**src/rtl/truth_table_sequencer.sv**
```systemverilog
// Exhaustive truth-table sequencer for a small combinational gate under test.
// Walks every input vector, waits for the gate to settle, samples its output,
// compares against the selected reference function, and hands each result
// to a downstream logger over a valid/ready handshake while tallying errors.
module truth_table_sequencer #(
  parameter int unsigned N      = 3,  // gate input width (1..8)
  parameter int unsigned SETTLE = 2,  // cycles between driving vec and sampling dut_s (>=1)
  parameter int unsigned OP     = 0   // 0=AND 1=OR 2=XOR 3=NAND
) (
  input  logic         clk,
  input  logic         rst_n,
  input  logic         start,
  output logic [N-1:0] vec,
  input  logic         dut_s,
  output logic         log_valid,
  input  logic         log_ready,
  output logic [N-1:0] log_vec,
  output logic         log_s,
  output logic         log_exp,
  output logic         busy,
  output logic         done,
  output logic         pass,
  output logic [N:0]   err_count,
  output logic [N-1:0] first_err_vec,
  output logic         first_err_valid
);

  localparam int unsigned CW = (SETTLE > 1) ? $clog2(SETTLE) : 1;

  typedef enum logic [2:0] {
    S_IDLE,
    S_APPLY,
    S_WAIT,
    S_REPORT,
    S_DONE
  } state_e;

  state_e         state_q, state_d;
  logic [CW-1:0]  cnt_q, cnt_d;
  logic [N-1:0]   vec_q, vec_d;
  logic           log_valid_q, log_valid_d;
  logic [N-1:0]   log_vec_q, log_vec_d;
  logic           log_s_q, log_s_d;
  logic           log_exp_q, log_exp_d;
  logic           busy_q, busy_d;
  logic           done_q, done_d;
  logic [N:0]     err_q, err_d;
  logic [N-1:0]   fev_q, fev_d;
  logic           fevv_q, fevv_d;
  logic           exp_bit;

  // Reference function selected by OP, evaluated on the currently driven vector
  always_comb begin
    case (OP)
      0:       exp_bit = &vec_q;
      1:       exp_bit = |vec_q;
      2:       exp_bit = ^vec_q;
      default: exp_bit = ~&vec_q;
    endcase
  end

  // State and datapath registers; reset clears every output immediately
  always_ff @(posedge clk or negedge rst_n) begin
    if (!rst_n) begin
      state_q     <= S_IDLE;
      cnt_q       <= '0;
      vec_q       <= '0;
      log_valid_q <= 1'b0;
      log_vec_q   <= '0;
      log_s_q     <= 1'b0;
      log_exp_q   <= 1'b0;
      busy_q      <= 1'b0;
      done_q      <= 1'b0;
      err_q       <= '0;
      fev_q       <= '0;
      fevv_q      <= 1'b0;
    end else begin
      state_q     <= state_d;
      cnt_q       <= cnt_d;
      vec_q       <= vec_d;
      log_valid_q <= log_valid_d;
      log_vec_q   <= log_vec_d;
      log_s_q     <= log_s_d;
      log_exp_q   <= log_exp_d;
      busy_q      <= busy_d;
      done_q      <= done_d;
      err_q       <= err_d;
      fev_q       <= fev_d;
      fevv_q      <= fevv_d;
    end
  end

  // Next-state and datapath updates; everything holds unless a state acts on it
  always_comb begin
    state_d     = state_q;
    cnt_d       = cnt_q;
    vec_d       = vec_q;
    log_valid_d = log_valid_q;
    log_vec_d   = log_vec_q;
    log_s_d     = log_s_q;
    log_exp_d   = log_exp_q;
    busy_d      = busy_q;
    done_d      = done_q;
    err_d       = err_q;
    fev_d       = fev_q;
    fevv_d      = fevv_q;

    case (state_q)
      S_IDLE, S_DONE: begin
        if (start) begin
          vec_d   = '0;
          err_d   = '0;
          fev_d   = '0;
          fevv_d  = 1'b0;
          done_d  = 1'b0;
          busy_d  = 1'b1;
          state_d = S_APPLY;
        end
      end

      S_APPLY: begin
        cnt_d   = CW'(SETTLE - 1);
        state_d = S_WAIT;
      end

      S_WAIT: begin
        if (cnt_q == '0) begin
          log_s_d     = dut_s;
          log_exp_d   = exp_bit;
          log_vec_d   = vec_q;
          log_valid_d = 1'b1;
          if (dut_s != exp_bit) begin
            err_d = err_q + (N+1)'(1);
            if (!fevv_q) begin
              fev_d  = vec_q;
              fevv_d = 1'b1;
            end
          end
          state_d = S_REPORT;
        end else begin
          cnt_d = cnt_q - CW'(1);
        end
      end

      S_REPORT: begin
        if (log_valid_q && log_ready) begin
          log_valid_d = 1'b0;
          if (vec_q == '1) begin
            busy_d  = 1'b0;
            done_d  = 1'b1;
            state_d = S_DONE;
          end else begin
            vec_d   = vec_q + N'(1);
            state_d = S_APPLY;
          end
        end
      end

      default: state_d = S_IDLE;
    endcase
  end

  assign vec             = vec_q;
  assign log_valid       = log_valid_q;
  assign log_vec         = log_vec_q;
  assign log_s           = log_s_q;
  assign log_exp         = log_exp_q;
  assign busy            = busy_q;
  assign done            = done_q;
  assign err_count       = err_q;
  assign first_err_vec   = fev_q;
  assign first_err_valid = fevv_q;
  assign pass            = done_q & ~|err_q;

endmodule

```
**config.mk**
```make
export PLATFORM = sky130hd
export DESIGN_NAME = truth_table_sequencer
export DESIGN_NICKNAME = d
export VERILOG_FILES = /design/src/rtl/truth_table_sequencer.sv
export SDC_FILE = /design/constraint.sdc
export NUM_CORES = 1
export LEC_CHECK = 0
export ABC_AREA = 1
export CAP_MARGIN = 30
export CORE_MARGIN = 3
export CORE_UTILIZATION = 53
export CTS_CLUSTER_SIZE = 16
export DETAILED_ROUTE_END_ITERATION = 12
export MAX_ROUTING_LAYER = met4
export PLACE_DENSITY = 0.88
export SYNTH_ARGS = -nofsm -noshare
export SYNTH_HDL_FRONTEND = slang
export SYNTH_SLANG_ARGS = --single-unit
```
**constraint.sdc**
```tcl
create_clock -name clk -period 4.9 [get_ports clk]
set_clock_uncertainty 0.15 [all_clocks]
set_input_delay 0.735 -clock clk [delete_from_list [all_inputs] [get_ports clk]]
set_output_delay 0.735 -clock clk [all_outputs]
set_load 0.1 [all_outputs]
```
## Word level (Yosys, flattened, before mapping)

Cells that the tools add are included.

- Flip-flop bits (word level): 23
- Logic and storage cells: 80
- Output and inout bits: 20
- Input port bits: 5

- Multiplexer cells: 33
- Equal/unequal tests: 13
- Bitwise logic cells: 2
- Reductions and logical operators: 17
- Add/subtract/negate cells: 3

Operators by type and width:

| operator | count |
|---|---|
| 3-bit two-way mux | 10 |
| 2-bit inequality test (second input constant) | 7 |
| 4-bit two-way mux | 3 |
| 3-bit case mux with 2 select lines | 2 |
| 3-bit case mux with 4 select lines | 1 |
| 4-bit AND reduction | 3 |
| 1-bit two-way mux | 11 |
| 1-bit case mux with 2 select lines | 5 |
| 3-bit AND reduction | 3 |
| 4-bit case mux with 2 select lines | 1 |
| 2-bit nonzero test | 4 |
| 3-bit by 2-bit equality test with 1-bit output (second input constant) | 2 |
| 3-bit equality test (second input constant) | 2 |
| 5-bit AND reduction | 1 |
| 4-bit by 1-bit adder with 4-bit output (second input constant) | 1 |
| 4-bit OR reduction | 1 |
| 3-bit by 1-bit adder with 3-bit output (second input constant) | 1 |
| 3-bit by 1-bit equality test with 1-bit output (second input constant) | 1 |
| 3-bit zero test | 1 |
| 2-bit AND reduction | 1 |
| 2-bit OR reduction | 1 |
| 1-bit AND | 1 |
| 1-bit logical AND | 1 |
| 1-bit zero test | 1 |
| 3 further kinds | 3 |

## Longest topological paths before layout

- Depth after elaboration: 5
- Gate-level depth with buffers: 9

## Worst setup path before layout

No wires, ideal clock.

- Kind: reg2out
- From: register err_q[0], in the netlist err_count[0]
- To: output pass
- Arrival: 3189 ps
- Path slack: 826 ps
- Data required time: 4015 ps
- Stages on the path, launching flop included: 5
- Cells stage by stage: dfrtp_1 inv_1 ha_1 nand2_1 nor3_1

- Word-level cells in the longest chain between the ends: 3

Ends and longest elaborated chain:

| what | RTL line | RTL |
|---|---|---|
| start, declared | 47 | `logic [N:0] err_q, err_d;` |
| start signal, assigned | 87 | `err_q <= err_d;` |
| 4-bit OR reduction | 173 | `assign pass = done_q & ~\|err_q;` |
| 1-bit zero test | 173 |  |
| 1-bit AND | 173 |  |
| end, declared | 22 | `output logic pass,` |

No other way between the ends.

## Worst setup path after layout

Same ends and word-level chain as after synthesis.

==> flow_summary.toml <==
[outcome]
outcome = "finished clean"

[worst_setup_path]
worstReg2RegEnd = "err_count[0]$_DFFE_PN0P_"
worst_setup_path_start_kind = "flop"
cp.required_ns = 4.01
criticalPathCategory = "flop to primary output"
cp.arrival_ns = 2.33
r2r-start = "vec[0]$_DFFE_PN0P_"
end_kind = "primary output"
rr_worst_depth = 9
r2r_slack_ns = 3.11
crit_fanout = 5

[drt]
first_iter_violations = 17
drc_errors = 0
finalWirelength_mm = 2.41
dr.pass1.iters = 4
drt.antenna.violating_nets = 0
vias_per_cell = 5.01
vias = 1017
wl_per_cell_um = 11.9

[cells_and_area]
fin_nets = 187
stdcell_area_um2 = 1510
drive_gt1_share_pct = 9.66
final_cell_mix = "55 x nand2_1, 24 x clkdlybuf4s50_1, 23 x dfrtp_1"
synthToLayoutAreaGrowth_pct = 27.2
diodes = 0
layout_commonest_cell = "nand2_1"

[yosys]
synth_nets = 158
yosysSeqAreaShare_pct = 48.4
ys_warn_count = 0
syn_area_um2 = 1190
synth_seq_cells = 23
syn-instance-count = 148
synth.distinct_cells = 22
avgSynthCellArea_um2 = 8.03

[grt]
grt_usage_pct = 20.6
overflow = 0
busiest_layer = "met2"
grt_use_met2_pct = 32.0
grt_max_degree = 17
antenna_found_initial = 0
grtUsageMet3_pct = 3.38
grt_util_met1_pct = 25.4
grt_pass1_wl_mm = 4.05
grt_pass1_vias = 940

[clock_network]
numCtsBuffers = 3
cts.sinks = 23
cts_tree = "built"
post_cts_resize_count = 0
root_buffer = "clkbuf_4"
cts_htree_levels = 1
clockBufferDepth = 2
postCtsSetupBuffers = 0
cts.clk_slew.worst_paths_ns = 0.13
insertion_delay_ns = 0.32
cts_hold_buf = 0

[sta]
setup_viol = 0
fmax_mhz = 311
worstMarginPinSlew_ns = 0.989
layout_worst_path_cycle_share_pct = 65.5
hold_viol = 0
relSlewSlack_pct = 33.9
slew_violations = 0
setup_tns_ns = 0
rsz0062_at_grt = "false"
period_needed_ns = 3.21

[placed_design]
place_hpwl_mm = 1.89
place_area_um2 = 1490
port_buffers = 24
gp_congestion = 0.821

[die]
io_pins = 25
die_width_um = 53.4
core_um2 = 2040
die_h_um = 53.4
start_util_pct = 58.2
dieArea_um2 = 2850
num_rows = 16

[min_path]
hp-class = "flop to flop"
whs_endpoint = "first_err_vec[2]$_DFFE_PN0P_"
holdCritStartpoint = "first_err_vec[2]$_DFFE_PN0P_"
min_path_cells = 2

[run]
maxCapViolations = 0
==> metrics by stage <==
step                cells  setup WS [ns]  utilization, %  hold slack [ns]
finish                203           1.69            74.0            0.334
global route          203           1.57            74.0            0.361
CTS                   203           1.69            74.0            0.340
floorplan             148          0.826               -            0.289
global placement      198           2.08            71.4            0.306
detailed placement    199           2.06            72.7            0.310
==> area by class of cell <==
cell class,count,area (µm²)
tap,27,33.8
timing repair buffer,25,268
multi-input combinational,104,533
fill,163,531
sequential,23,576
inverter,20,75.1
clock buffer,4,26.3
==> Yosys cell counts <==
cell type	count	area, µm²
a21oi_1	1	5.00
a31oi_1	2	12.5
buf_2	1	5.00
dfrtp_1	23	576
ha_1	5	62.6
inv_1	15	56.3
inv_2	5	18.8
nand2_1	55	206
nand2_2	1	6.26
nand2_4	1	11.3
nand3_1	6	30.0
nand3_2	2	20.0
nand4_1	3	18.8
nor2_1	9	33.8
nor2_2	2	12.5
nor2_4	1	11.3
nor2_8	1	20.0
nor3_1	1	5.00
o21ai_0	2	10.0
o21ai_1	10	50.1
xnor2_1	1	8.76
xor2_1	1	8.76
==> registers in the layout, summed over array words and instances (netlist names) <==
signal and cells:
first_err_vec 3, log_exp 1, first_err_valid 1, vec 3
err_count 4, state_q 3, done 1, log_valid 1
cnt_q 1, log_s 1, log_vec 3, busy 1
==> cells by family (layout without fill, tap and decap cells) <==
logic type / count (synthesis) / after routing / synth area share [%]
compound gates: 15 / 15 / 6.53
xor+xnor: 2 / 2 / 1.47
fa+ha+maj: 5 / 5 / 5.26
buf+inv: 21 / 49 / 6.74
flops: 23 / 23 / 48.4
simple gates: 82 / 82 / 31.6
==> worst max-delay path by stage <==
stage	to	slack, ns	startpoint	depth (start not counted)
finish	pass	1.69	err_count[0]$_DFFE_PN0P_	5
global route	pass	1.57	err_count[0]$_DFFE_PN0P_	5
CTS	pass	1.69	err_count[0]$_DFFE_PN0P_	5
detailed placement	pass	2.06	err_count[0]$_DFFE_PN0P_	5
global placement	pass	2.08	err_count[0]$_DFFE_PN0P_	5
floorplan	pass	0.83	err_count[0]$_DFFE_PN0P_	4
==> layer usage <==
layer	up-vias	share of wire [%]	routed length [µm]
li1	521	-	-
met1	468	47	1130
met2	23	48	1150
met3	5	3.7	89
met4	0	1.9	46
met5	-	0	0
==> worst max-delay path: stages, from the launching register on <==
cell,delay [ns]
dfrtp_1,0.45
inv_1,0.09
ha_1,0.14
nand2_1,0.05
nor3_1,0.12
clkdlybuf4s50_1,1.15
Power is not shown: default switching activity piles up to over one toggle a cycle in this logic, so the estimate is an artifact.
==> edit 1, RTL diff (same flow settings) <==
Re-encode `state_e` (5 states) as one-hot, 5 bits wide.
--- a/src/rtl/truth_table_sequencer.sv
+++ b/src/rtl/truth_table_sequencer.sv
@@ -27,12 +27,12 @@
 
   localparam int unsigned CW = (SETTLE > 1) ? $clog2(SETTLE) : 1;
 
-  typedef enum logic [2:0] {
-    S_IDLE,
-    S_APPLY,
-    S_WAIT,
-    S_REPORT,
-    S_DONE
+  typedef enum logic [4:0] {
+    S_IDLE   = 5'b00001,
+    S_APPLY  = 5'b00010,
+    S_WAIT   = 5'b00100,
+    S_REPORT = 5'b01000,
+    S_DONE   = 5'b10000
   } state_e;
 
   state_e         state_q, state_d;
Formal check against the unedited RTL: same outputs for any inputs over 10 cycles, from zero or initial values and one cycle with rst_n low; not proved beyond that.
==> edit 1 against the original RTL <==
  * Via count is 6.7% higher
  * First-iteration DRC count is 53% higher
  * Sequential cell count is 2 higher
  * Design area is 4.7% higher
  * Final cell count is 4.4% higher
  * Routed wire length is 10% higher
  * Highest routed layer unchanged
  * Worst setup slack worse by 0.034 ns
  * Synthesized area is 6.8% higher
==> edit 1: results (changes against the original RTL) <==
set qor(status) {complete, no violations} ;# unchanged
set qor(fin_nets) 194 ;# was 187
set qor(grt.total_usage) 0.219 ;# was 0.206
set qor(largest_register_ff_count) 5 ;# was 4
set qor(gp_congestion) 0.854 ;# was 0.821
set qor(top_register) {state_q}
set qor(cts_inserted_buffers) 3 ;# unchanged
set qor(numPlacedInstances) 208 ;# was 199
set qor(ys_top_cells_by_count) {sky130_fd_sc_hd__nand2_1 (54), sky130_fd_sc_hd__dfrtp_1 (24), sky130_fd_sc_hd__nand3_1 (17)} ;# was sky130_fd_sc_hd__nand2_1 (55), sky130_fd_sc_hd__dfrtp_1 (23), sky130_fd_sc_hd__inv_1 (15)
set qor(grt_pass1_vias) 1077 ;# was 940
set qor(hpwl_um) 2070 ;# was 1890 um
set qor(place_area_mm2) 0.00156 ;# was 0.00149 mm2
set qor(yosys-top-cells-area) {sky130_fd_sc_hd__dfrtp_1 (47%), sky130_fd_sc_hd__nand2_1 (16%), sky130_fd_sc_hd__nand3_1 (6.7%), sky130_fd_sc_hd__inv_1 (4.7%), sky130_fd_sc_hd__ha_1 (3.9%)} ;# was sky130_fd_sc_hd__dfrtp_1 (48%), sky130_fd_sc_hd__nand2_1 (17%), sky130_fd_sc_hd__ha_1 (5.3%), sky130_fd_sc_hd__inv_1 (4.7%), sky130_fd_sc_hd__o21ai_1 (4.2%)
set qor(count_of_routing_violations_after_the_opening_detailed_route_iteration) 26 ;# was 17
set qor(seq_area_frac_synth) 0.494 ;# was 0.484
set qor(async_flop_share) 1.00 ;# unchanged
set qor(drive_gt1_frac) 0.103 ;# was 0.0966
set qor(synthesized_instance_count) 156 ;# was 148
set qor(critical_path_arrival_ns) 2.36 ;# was 2.33 ns
set qor(number_of_vias_per_cell) 5.12 ;# was 5.01
set qor(detailedPlace.worstSlack_ns) 2.04 ;# was 2.06 ns
set qor(stdcell_count) 212 ;# was 203
set qor(post_drt_wl_per_cell_um) 12.5 ;# was 11.9 um
set qor(max_slew.worst_pin.slew_ns) 0.981 ;# was 0.989 ns
set qor(initial_antenna_violation_count) 0 ;# unchanged
-- edit 1: worst min-delay path, stage by stage (launching register included) --
cell	delay (ns)
sky130_fd_sc_hd__dfrtp_1	0.37
sky130_fd_sc_hd__nand2_1	0.05
sky130_fd_sc_hd__nand2_1	0.05
-- edit 1: power by group through the flow --
stage	Sequential, mW	Clock (mW)	Combinational [mW]
2_1_floorplan	0.426	0	0.203
3_3_place_gp	0.282	0	0.435
3_5_place_dp	0.286	0	0.443
4_1_cts	0.281	0.0971	0.445
5_1_grt	0.288	0.105	0.483
6_report	0.282	0.0942	0.442
-- edit 1: path summary, 6_finish.rpt --
path	startpoint	endpoint	slack, ns	depth (start not counted)
max in group asynchronous	rst_n	log_exp	3.54	2
max reg2reg	vec[0]	err_count[0]	3.17	9
min in group asynchronous	rst_n	cnt_q	0.57	1
min	first_err_vec[1]	first_err_vec[1]	0.34	2
min reg2reg	first_err_vec[1]	first_err_vec[1]	0.34	2
max	err_count[0]	pass	1.65	5
-- edit 1: cells by family after synthesis --
| logic type | after synthesis | share of synthesized area |
|---|---|---|
| simple gates | 94 | 0.347 |
| flops | 25 | 0.494 |
| buf+inv | 19 | 0.0571 |
| compound gates | 12 | 0.0493 |
| fa+ha+maj | 4 | 0.0394 |
| xor+xnor | 2 | 0.0138 |
-- edit 1: metal layers --
layer / track usage / vias up / wire length (um)
li1: - / 548 / -
met1: 0.269 / 504 / 1190
met2: 0.362 / 28 / 1310
met3: 0.0322 / 5 / 120
met4: 0.0891 / 0 / 39
met5: - / - / 0
-- edit 1: layout make-up --
cell class / instances / area [um2]
fillers: 173 / 651
flip-flops and latches: 25 / 627
multi-input cells: 112 / 571
repair buffers: 25 / 255
inverters: 18 / 67.6
well taps: 28 / 35.0
clock buffers: 3 / 22.5
clock inverters: 1 / 5.00
==> edit 2, RTL diff (same flow settings) <==
Without the edit above. The parameter `N` goes from 3 to 5.
--- a/src/rtl/truth_table_sequencer.sv
+++ b/src/rtl/truth_table_sequencer.sv
@@ -3,7 +3,7 @@
 // compares against the selected reference function, and hands each result
 // to a downstream logger over a valid/ready handshake while tallying errors.
 module truth_table_sequencer #(
-  parameter int unsigned N      = 3,  // gate input width (1..8)
+  parameter int unsigned N      = 5,  // gate input width (1..8)
   parameter int unsigned SETTLE = 2,  // cycles between driving vec and sampling dut_s (>=1)
   parameter int unsigned OP     = 0   // 0=AND 1=OR 2=XOR 3=NAND
 ) (
Ports: changed (resized err_count, first_err_vec, log_vec and vec); port bits go from 25 to 33. No check against the original RTL was run, so the function may have changed too.
==> edit 2 against the original RTL <==
  * Routed wire length is 40% higher
  * Worst hold slack worse by 0.0087 ns
  * Critical path type unchanged
  * Synthesized cell count is 36% higher
  * Largest cell class is now multi-input gates
  * Design area is 38% higher
  * Sequential cell count is 8 higher
  * Synthesized area is 40% higher
  * Utilization is 1.2 points lower
  * Worst setup slack worse by 0.14 ns
==> edit 2: results (changes against the original RTL) <==
set qor(numPlacedInstances) 275 ;# was 199
set qor(fin_nets) 249 ;# was 187
set qor(critical_path_arrival_ns) 2.46 ;# was 2.33 ns
set qor(fin_crit_ns) 3.35 ;# was 3.21 ns
set qor(clock_transition_time_at_the_flip_flop_clock_pins_of_the_worst_setup_and_hold_paths_ns) 0.09 ;# was 0.13 ns
set qor(hpwl_um) 2530 ;# was 1890 um
set qor(ys_top_cells_by_count) {sky130_fd_sc_hd__nand2_1 (79), sky130_fd_sc_hd__dfrtp_1 (31), sky130_fd_sc_hd__nand3_1 (19)} ;# was sky130_fd_sc_hd__nand2_1 (55), sky130_fd_sc_hd__dfrtp_1 (23), sky130_fd_sc_hd__inv_1 (15)
set qor(grt_first_pass_wirelength_um) 5630 ;# was 4050 um
set qor(buffer_ports.inserted) 32 ;# was 24
set qor(max_slew.worst_pin.slew_ns) 0.985 ;# was 0.989 ns
set qor(seq_area_frac_synth) 0.465 ;# was 0.484
set qor(r2r-end) {err_count[2]} ;# was err_count[0]
set qor(synthesized_instance_count) 201 ;# was 148
set qor(r2r-start) {vec[0]} ;# unchanged
set qor(drt-total-wl_um) 3380 ;# was 2410 um
set qor(drive_gt1_frac) 0.154 ;# was 0.0966
set qor(globalRouteMet1Util) 0.260 ;# was 0.254
set qor(largest_net_degree_at_the_start_of_global_routing) 32 ;# was 17
set qor(cts_inserted_buffers) 5 ;# was 3
set qor(place_area_mm2) 0.00204 ;# was 0.00149 mm2
set qor(grt_pass1_vias) 1261 ;# was 940
set qor(grt.total_usage) 0.208 ;# was 0.206
set qor(synth_top_area_share) 0.465 ;# was 0.484
set qor(count_of_routing_violations_after_the_opening_detailed_route_iteration) 80 ;# was 17
set qor(yosys-top-cells-area) {sky130_fd_sc_hd__dfrtp_1 (47%), sky130_fd_sc_hd__nand2_1 (18%), sky130_fd_sc_hd__nand3_1 (5.7%), sky130_fd_sc_hd__nor2_4 (4.7%), sky130_fd_sc_hd__inv_1 (3.2%)} ;# was sky130_fd_sc_hd__dfrtp_1 (48%), sky130_fd_sc_hd__nand2_1 (17%), sky130_fd_sc_hd__ha_1 (5.3%), sky130_fd_sc_hd__inv_1 (4.7%), sky130_fd_sc_hd__o21ai_1 (4.2%)
set qor(use_met2) 0.321 ;# was 0.320
set qor(critical_path_peak_fanout) 5 ;# unchanged
set qor(route.vias.total) 1397 ;# was 1017
set qor(number_of_vias_per_cell) 4.95 ;# was 5.01
set qor(status) {complete, no violations} ;# unchanged
set qor(fillerInstances) 221 ;# was 163
set qor(p_sw_uw) 784
set qor(largest_register_ff_count) 6 ;# was 4
set qor(worst_r2r_path_cells) 11 ;# was 9
set qor(yosysUniqueCellTypes) 24 ;# was 22
set qor(grt.met3_usage) 0.0558 ;# was 0.0338
set qor(rrSetupSlack_ns) 2.86 ;# was 3.11 ns
-- edit 2: cell count changes in the layout (fill, tap and decap cells not counted), sizes merged, moves of 2 or more --
cell	unedited run	this run
clkinv	0	2
clkbuf	4	6
a31oi	2	0
o21ai	12	7
nand3	8	22
clkdlybuf4s50	24	32
nand2	57	88
nand4	3	1
a21oi	1	3
dfrtp	23	31
nor2	13	19
xor2	1	3
-- edit 2: metal layers --
metal / share of wire / routed length (um)
met4: 0.022 / 75
met5: 0 / 0
met2: 0.48 / 1610
met1: 0.45 / 1530
met3: 0.049 / 165
-- edit 2: cells by family after synthesis --
group	after synthesis	share of synthesized area
buffers and inverters	21	0.0518
XOR/XNOR	3	0.0158
flip-flops	31	0.465
adder cells (fa/ha/maj)	4	0.0300
AND/OR/NAND/NOR	132	0.405
AO/OA/AOI/OAI	10	0.0323
-- edit 2: power groups by stage --
stage,registers (mW),logic [mW],clock network (mW)
after detailed placement,0.382,0.846,0
after global placement,0.379,0.835,0
final,0.377,0.845,0.153
after global routing,0.385,0.911,0.163
after CTS,0.377,0.851,0.154
after floorplan,0.646,0.406,0
-- edit 2: worst min-delay path by stage --
stage | start | to | slack, ns | cells past startpoint
2_1_floorplan | rst_n | busy | 0.29 | 0
3_3_place_gp | first_err_vec[4] | first_err_vec[4] | 0.30 | 2
3_5_place_dp | first_err_vec[4] | first_err_vec[4] | 0.31 | 2
4_1_cts | first_err_vec[3] | first_err_vec[3] | 0.33 | 2
5_1_grt | log_vec[0] | log_vec[0] | 0.35 | 2
6_report | first_err_vec[3] | first_err_vec[3] | 0.33 | 2
-- edit 2: through the flow --
stage / utilization / total power, mW / worst slack [ns]
2_1_floorplan: - / 1.05 / 0.772
3_3_place_gp: 0.708 / 1.21 / 2.02
3_5_place_dp: 0.708 / 1.23 / 1.92
4_1_cts: 0.728 / 1.38 / 1.54
5_1_grt: 0.728 / 1.46 / 1.45
6_report: 0.728 / 1.38 / 1.55
-- edit 2: final cells by class --
cell class | instances | area share
multi-input cells | 149 | 0.385
flip-flops and latches | 31 | 0.371
repair buffers | 33 | 0.157
inverters | 20 | 0.0359
well taps | 42 | 0.0251
clock buffers | 6 | 0.0245
clock inverters | 1 | 0.00239
-- edit 2: worst max-delay path, cell delays in order, from the launching register on --
cell and delay [ns]:
sky130_fd_sc_hd__dfrtp_1 0.44, sky130_fd_sc_hd__inv_1 0.10, sky130_fd_sc_hd__ha_1 0.15, sky130_fd_sc_hd__nand4_1 0.09
sky130_fd_sc_hd__nor3_1 0.16, sky130_fd_sc_hd__clkdlybuf4s50_1 1.18
